**src/rtl/cpu_pkg.sv**
```systemverilog
// Shared definitions for the PC sequencer: state encoding, trap causes and default vectors.
package cpu_pkg;

    typedef enum logic [2:0] {
        StBoot   = 3'd0,
        StFetch  = 3'd1,
        StExec   = 3'd2,
        StUpdate = 3'd3,
        StTrap   = 3'd4
    } pcs_state_t;

    localparam logic [1:0] CauseNone       = 2'd0;
    localparam logic [1:0] CauseFetchErr   = 2'd1;
    localparam logic [1:0] CauseTimeout    = 2'd2;
    localparam logic [1:0] CauseMisaligned = 2'd3;

    localparam logic [31:0] RESET_VECTOR_DEF = 32'h0000_0000;
    localparam logic [31:0] EXC_VECTOR_DEF   = 32'h0000_0080;

    function automatic logic [7:0] sat_inc8(input logic [7:0] v);
        return (v == 8'hFF) ? v : v + 8'd1;
    endfunction

endpackage

```
**src/rtl/pc_next_mux.sv**
```systemverilog
// Next-PC source selection (jump > taken branch > sequential) with word-alignment check.
module pc_next_mux (
    input  logic        jmp_i,
    input  logic [31:0] jmp_target_i,
    input  logic        br_taken_i,
    input  logic [31:0] br_target_i,
    input  logic [31:0] pc_cur_i,
    output logic [31:0] target_o,
    output logic        misaligned_o
);

    always_comb begin
        if (jmp_i) begin
            target_o = jmp_target_i;
        end else if (br_taken_i) begin
            target_o = br_target_i;
        end else begin
            target_o = pc_cur_i + 32'd4;
        end
        misaligned_o = (target_o[1:0] != 2'b00);
    end

endmodule

```
**src/rtl/pc_sequencer.sv**
```systemverilog
// Multi-cycle controller owning all PC register writes: boot, fetch, execute, update, trap.
module pc_sequencer
    import cpu_pkg::*;
#(
    parameter logic [31:0] RESET_VECTOR = RESET_VECTOR_DEF,
    parameter logic [31:0] EXC_VECTOR   = EXC_VECTOR_DEF,
    parameter int unsigned TIMEOUT      = 15
) (
    input  logic        CLK,
    input  logic        Reset,
    input  logic [31:0] pc_cur,
    output logic        pc_write,
    output logic [31:0] pc_next,
    output logic        fetch_req,
    output logic [31:0] fetch_addr,
    input  logic        fetch_ack,
    input  logic        fetch_err,
    input  logic        instr_done,
    input  logic        jmp,
    input  logic [31:0] jmp_target,
    input  logic        br_taken,
    input  logic [31:0] br_target,
    input  logic        stall,
    output logic        trap,
    output logic [1:0]  trap_cause,
    output logic [7:0]  trap_cnt
);

    localparam logic [7:0] TimeoutLast = 8'(TIMEOUT - 1);

    pcs_state_t  state_q;
    logic [7:0]  wait_q;
    logic [31:0] target_q;
    logic        misal_q;
    logic [1:0]  cause_q;
    logic [7:0]  trap_cnt_q;

    logic [31:0] mux_target;
    logic        mux_misal;

    pc_next_mux u_next_mux (
        .jmp_i        (jmp),
        .jmp_target_i (jmp_target),
        .br_taken_i   (br_taken),
        .br_target_i  (br_target),
        .pc_cur_i     (pc_cur),
        .target_o     (mux_target),
        .misaligned_o (mux_misal)
    );

    // Cause and count are updated on entry to TRAP so they are visible with the trap pulse.
    always_ff @(posedge CLK or posedge Reset) begin
        if (Reset) begin
            state_q    <= StBoot;
            wait_q     <= 8'd0;
            target_q   <= 32'd0;
            misal_q    <= 1'b0;
            cause_q    <= CauseNone;
            trap_cnt_q <= 8'd0;
        end else begin
            unique case (state_q)
                StBoot: state_q <= StFetch;
                StFetch: begin
                    if (fetch_err) begin
                        state_q    <= StTrap;
                        cause_q    <= CauseFetchErr;
                        trap_cnt_q <= sat_inc8(trap_cnt_q);
                        wait_q     <= 8'd0;
                    end else if (fetch_ack) begin
                        state_q <= StExec;
                        wait_q  <= 8'd0;
                    end else if (wait_q == TimeoutLast) begin
                        state_q    <= StTrap;
                        cause_q    <= CauseTimeout;
                        trap_cnt_q <= sat_inc8(trap_cnt_q);
                        wait_q     <= 8'd0;
                    end else begin
                        wait_q <= wait_q + 8'd1;
                    end
                end
                StExec: begin
                    if (instr_done && !stall) begin
                        target_q <= mux_target;
                        misal_q  <= mux_misal;
                        state_q  <= StUpdate;
                    end
                end
                StUpdate: begin
                    if (!stall) begin
                        if (misal_q) begin
                            state_q    <= StTrap;
                            cause_q    <= CauseMisaligned;
                            trap_cnt_q <= sat_inc8(trap_cnt_q);
                        end else begin
                            state_q <= StFetch;
                        end
                    end
                end
                StTrap: state_q <= StFetch;
                default: state_q <= StBoot;
            endcase
        end
    end

    // Gating on Reset keeps the BOOT decode from pulsing while reset is still held.
    always_comb begin
        pc_write   = 1'b0;
        pc_next    = 32'd0;
        fetch_req  = 1'b0;
        trap       = 1'b0;
        fetch_addr = pc_cur;
        trap_cause = cause_q;
        trap_cnt   = trap_cnt_q;
        if (!Reset) begin
            case (state_q)
                StBoot: begin
                    pc_write = 1'b1;
                    pc_next  = RESET_VECTOR;
                end
                StFetch: fetch_req = 1'b1;
                StUpdate: begin
                    if (!stall && !misal_q) begin
                        pc_write = 1'b1;
                        pc_next  = target_q;
                    end
                end
                StTrap: begin
                    pc_write = 1'b1;
                    pc_next  = EXC_VECTOR;
                    trap     = 1'b1;
                end
                default: ;
            endcase
        end
    end

endmodule

```
**config.mk**
```make
export PLATFORM = sky130hd
export DESIGN_NAME = pc_sequencer
export DESIGN_NICKNAME = d
export VERILOG_FILES = /design/src/rtl/cpu_pkg.sv /design/src/rtl/pc_next_mux.sv /design/src/rtl/pc_sequencer.sv
export SDC_FILE = /design/constraint.sdc
export NUM_CORES = 1
export LEC_CHECK = 0
export ABC_AREA = 1
export CAP_MARGIN = 10
export CELL_PAD_IN_SITES_DETAIL_PLACEMENT = 0
export CELL_PAD_IN_SITES_GLOBAL_PLACEMENT = 1
export CORE_ASPECT_RATIO = 0.7
export CORE_MARGIN = 2
export CORE_UTILIZATION = 31
export CTS_CLUSTER_DIAMETER = 200
export DETAILED_ROUTE_END_ITERATION = 16
export PLACE_DENSITY = 0.88
export SLEW_MARGIN = 40
export SYNTH_ARGS = -nofsm -noshare
export SYNTH_HDL_FRONTEND = slang
export SYNTH_SLANG_ARGS = --single-unit
```
**constraint.sdc**
```tcl
create_clock -name CLK -period 7.1 [get_ports CLK]
set_input_delay 1.42 -clock CLK [delete_from_list [all_inputs] [get_ports CLK]]
set_output_delay 1.42 -clock CLK [all_outputs]
set_load 0.005 [all_outputs]
```
==> impl_metrics.csv <==
group,metric,value,unit
routing,vias,4551,
setup_path,r2r-start,"state_q[0]$_DFFE_PP0P_",
setup_path,startpoint_type,"input pin",
setup_path,cpMaxStageDelayCell,"clkdlybuf4s50_1",
yosys,synth_top_area_share,0.312,
setup_path,cp.depth,5,
routing,dr.pass1.iters,5,
min_path,whs_path_depth,2,
floorplanning,die_y,103,um
clock_network,cts_tree,"yes",
yosys,synth_ff_type,"dfrtp_1",
yosys,synth.yosys.seq_area_share,0.312,
setup_path,ff2ff_path_depth,5,
setup_path,worstPathMaxFanout,33,
setup_path,reg2reg_to,"misal_q$_DFFE_PP0P_",
global_route,grt_max_degree,56,
routing,final_antenna_net_count,0,
clock_network,clock_sinks,54,
timing,period_needed,4.93,ns
yosys,yosys-top-cells-count,"146 x nand2_1, 142 x nor2_1, 81 x inv_1",
yosys,ys_types,33,
place,place_inst,996,
clock_network,cts_hold_buffers,0,
routing,initialDrtViolationCount,243,
setup_path,critical_path.max_stage_delay,0.56,ns
setup_path,cp_top_family,"buffers and inverters",
pwr,p_leak,2.75,nW
timing,slew_headroom,0.521,
cells_and_area,nNetsFinal,921,
yosys,synth.most_common_cell,"nand2_1",
setup_path,worst_ep_required_time,5.68,ns
timing,clock.fmax,203,MHz
yosys,synth_nets,786,
yosys,synth_largest_area_cell,"dfrtp_1",
setup_path,crit_type,"input pin to output pin",
setup_path,startpoint,"Reset",
timing,finalSetupViolations,0,
job,drv.max_cap_violation_count,0,
global_route,grt_usage,0.191,
floorplanning,die_area,14900,um^2
cells_and_area,final_cells,1004,
setup_path,crit_path_end,"pc_next[16]",
global_route,grt_pass1_wl,22500,um
floorplanning,rows,36,
floorplanning,die-width,145,um
timing,post-route-period-util,0.695,
status,status,"finished clean",
routing,vias_per_cell,4.53,
cells_and_area,drive_gt1_frac,0.0528,
clock_network,postCtsSetupBuffers,0,
setup_path,cp_cell_sequence,"clkdlybuf4s50_1 -> inv_2 -> nand3_2 -> nor2_1 -> clkdlybuf4s50_1",
timing,worst_pin_slew,0.719,ns
yosys,synthTopCellsByArea,"dfrtp_1 31%, nand2_1 13%, nor2_1 12%",
min_path,hold_path.class,"flip-flop to flip-flop",
global_route,antenna_found_initial,0,
routing,drc,0,
pwr,irDropWorstVdd,0.000107,V
clock_network,clk_pin_slew,0.07,ns
timing,hold_viol,0,
yosys,synth_edf_count,0,
floorplanning,start_util,0.314,
yosys,syn_inst,678,
global_route,globalRouteOverflowTotal,0,
clock_network,post_cts_resized,0,
timing,fin_skew,0.00569,ns
clock_network,clockBufferDepth,2,
clock_network,clock_latency,0.30,ns
place,dpl_cell_area,6050,um^2
place,dpl.hpwl,11000,um
global_route,grt_pass1_vias,4146,
cells_and_area,fin_util,0.450,
timing,final_max_slew_viol_count,0,
clock_network,ctsHtreeMaxLevel,2,
yosys,synth_warnings,0,
place,port_buffers,180,
floorplanning,core_area,13800,um^2
yosys,netlist_area,4330,um^2
routing,drt-total-wl,14300,um
clock_network,numCtsBuffers,5,
cells_and_area,antenna_cells,0,
routing,wire_per_inst,14.2,um
place,gp_congestion,0.846,
setup_path,path_buf_inv,3,
pwr,p_per_area,209,nW/um^2
setup_path,ff2ff_setup_slack,4.87,ns
timing,final.setup.tns,0,ns
yosys,ys_seq_elements,54,
timing,rsz0062_at_grt,"false",
setup_path,worst_path_most_repeated_cell,"clkdlybuf4s50_1",
cells_and_area,syn_to_final_growth,43.3,%
setup_path,cp-end-kind,"output pin",
yosys,async_flop_share,1.00,
yosys,synth.avg_cell_area,6.39,um^2
floorplanning,io_pins,181,
cells_and_area,stdcell_area,6210,um^2
setup_path,crit_arrival,3.51,ns
min_path,min_from,"trap_cause[1]$_DFFE_PP0P_",
clock_network,cts-root-buf,"clkbuf_16",
==> layer usage <==
layer  up-vias  GRT usage  wire length (um)  share of wire
met5         -          0                 0              0
met4         0     0.0264                76         0.0053
met3         7     0.0473               996          0.070
met2       140      0.291              5830           0.41
met1      2023      0.280              7360           0.52
li1       2381          -                 -              -
==> sequential cells by signal, summed over array words and instances (netlist names) <==
signal / cells
state_q: 3
trap_cause: 2
trap_cnt: 8
wait_q: 8
target_q: 32
misal_q: 1
==> report_power, final <==
part           switching (mW)  internal [mW]  total [mW]
clock network           0.114          0.140       0.254
registers              0.0769          0.432       0.509
logic                   0.292          0.242       0.534
total                   0.483          0.814        1.30
==> worst min-delay path, cell delays in order (launching register included) <==
cell and delay, ns:
dfrtp_1 0.35, nand2_1 0.05, o21ai_0 0.06
==> final cells by class <==
type,count,area (um^2)
Timing Repair Buffer,183,1820
Fill cell,1498,7580
Inverter,87,327
Multi-Input combinational cell,482,2320
Clock buffer,6,139
Tap cell,190,238
Clock inverter,2,12.5
Sequential cell,54,1350
==> cells by family (layout without fill, tap and decap cells) <==
kind of cell	count (synthesis)	in the layout	synth area share
AND/OR/NAND/NOR	356	356	0.348
buffers and inverters	142	278	0.154
AO/OA/AOI/OAI	104	104	0.138
flip-flops	54	54	0.312
XOR/XNOR	18	18	0.0364
adder cells (fa/ha/maj)	4	4	0.0116
==> cells in the final DEF (no fill, tap or decap), types with 2 or more instances in the layout <==
master | Yosys | layout
clkdlybuf4s50_1 | 0 | 179
nand2_1 | 146 | 146
nor2_1 | 142 | 142
inv_1 | 81 | 80
dfrtp_1 | 54 | 54
a21oi_1 | 43 | 43
nand3_1 | 38 | 38
o21ai_0 | 24 | 24
xor2_1 | 12 | 12
a22oi_1 | 10 | 10
o21ai_1 | 8 | 8
o211ai_1 | 7 | 7
o21ai_2 | 7 | 7
inv_2 | 5 | 6
nand4_1 | 6 | 6
xnor2_1 | 6 | 6
clkbuf_16 | 0 | 5
nor2_2 | 4 | 4
nand3_2 | 5 | 4
ha_1 | 4 | 4
o22ai_1 | 3 | 3
nor3_1 | 3 | 3
nand2_2 | 3 | 3
buf_4 | 32 | 3
nor2_4 | 2 | 2
and2_1 | 2 | 2
nand2_4 | 2 | 2
a31oi_1 | 2 | 2
==> stage by stage <==
step           hold WS, ns  total power, mW  setup slack, ns
5_1_grt              0.538             1.40             2.06
3_3_place_gp         0.469             1.05             2.19
2_1_floorplan        0.449            0.834             2.43
4_1_cts              0.495             1.31             2.18
6_report             0.493             1.30             2.17
3_5_place_dp         0.477             1.05             2.19
==> how the worst min path moves through the flow <==
| stage | endpoint |
|---|---|
| 2_1_floorplan | target_q[15]$_DFFE_PP0P_ |
| 3_3_place_gp | target_q[15]$_DFFE_PP0P_ |
| 3_5_place_dp | trap_cause[1]$_DFFE_PP0P_ |
| 4_1_cts | trap_cause[1]$_DFFE_PP0P_ |
| 5_1_grt | trap_cause[1]$_DFFE_PP0P_ |
| 6_report | trap_cause[1]$_DFFE_PP0P_ |
(Power assumes the default switching activity.)
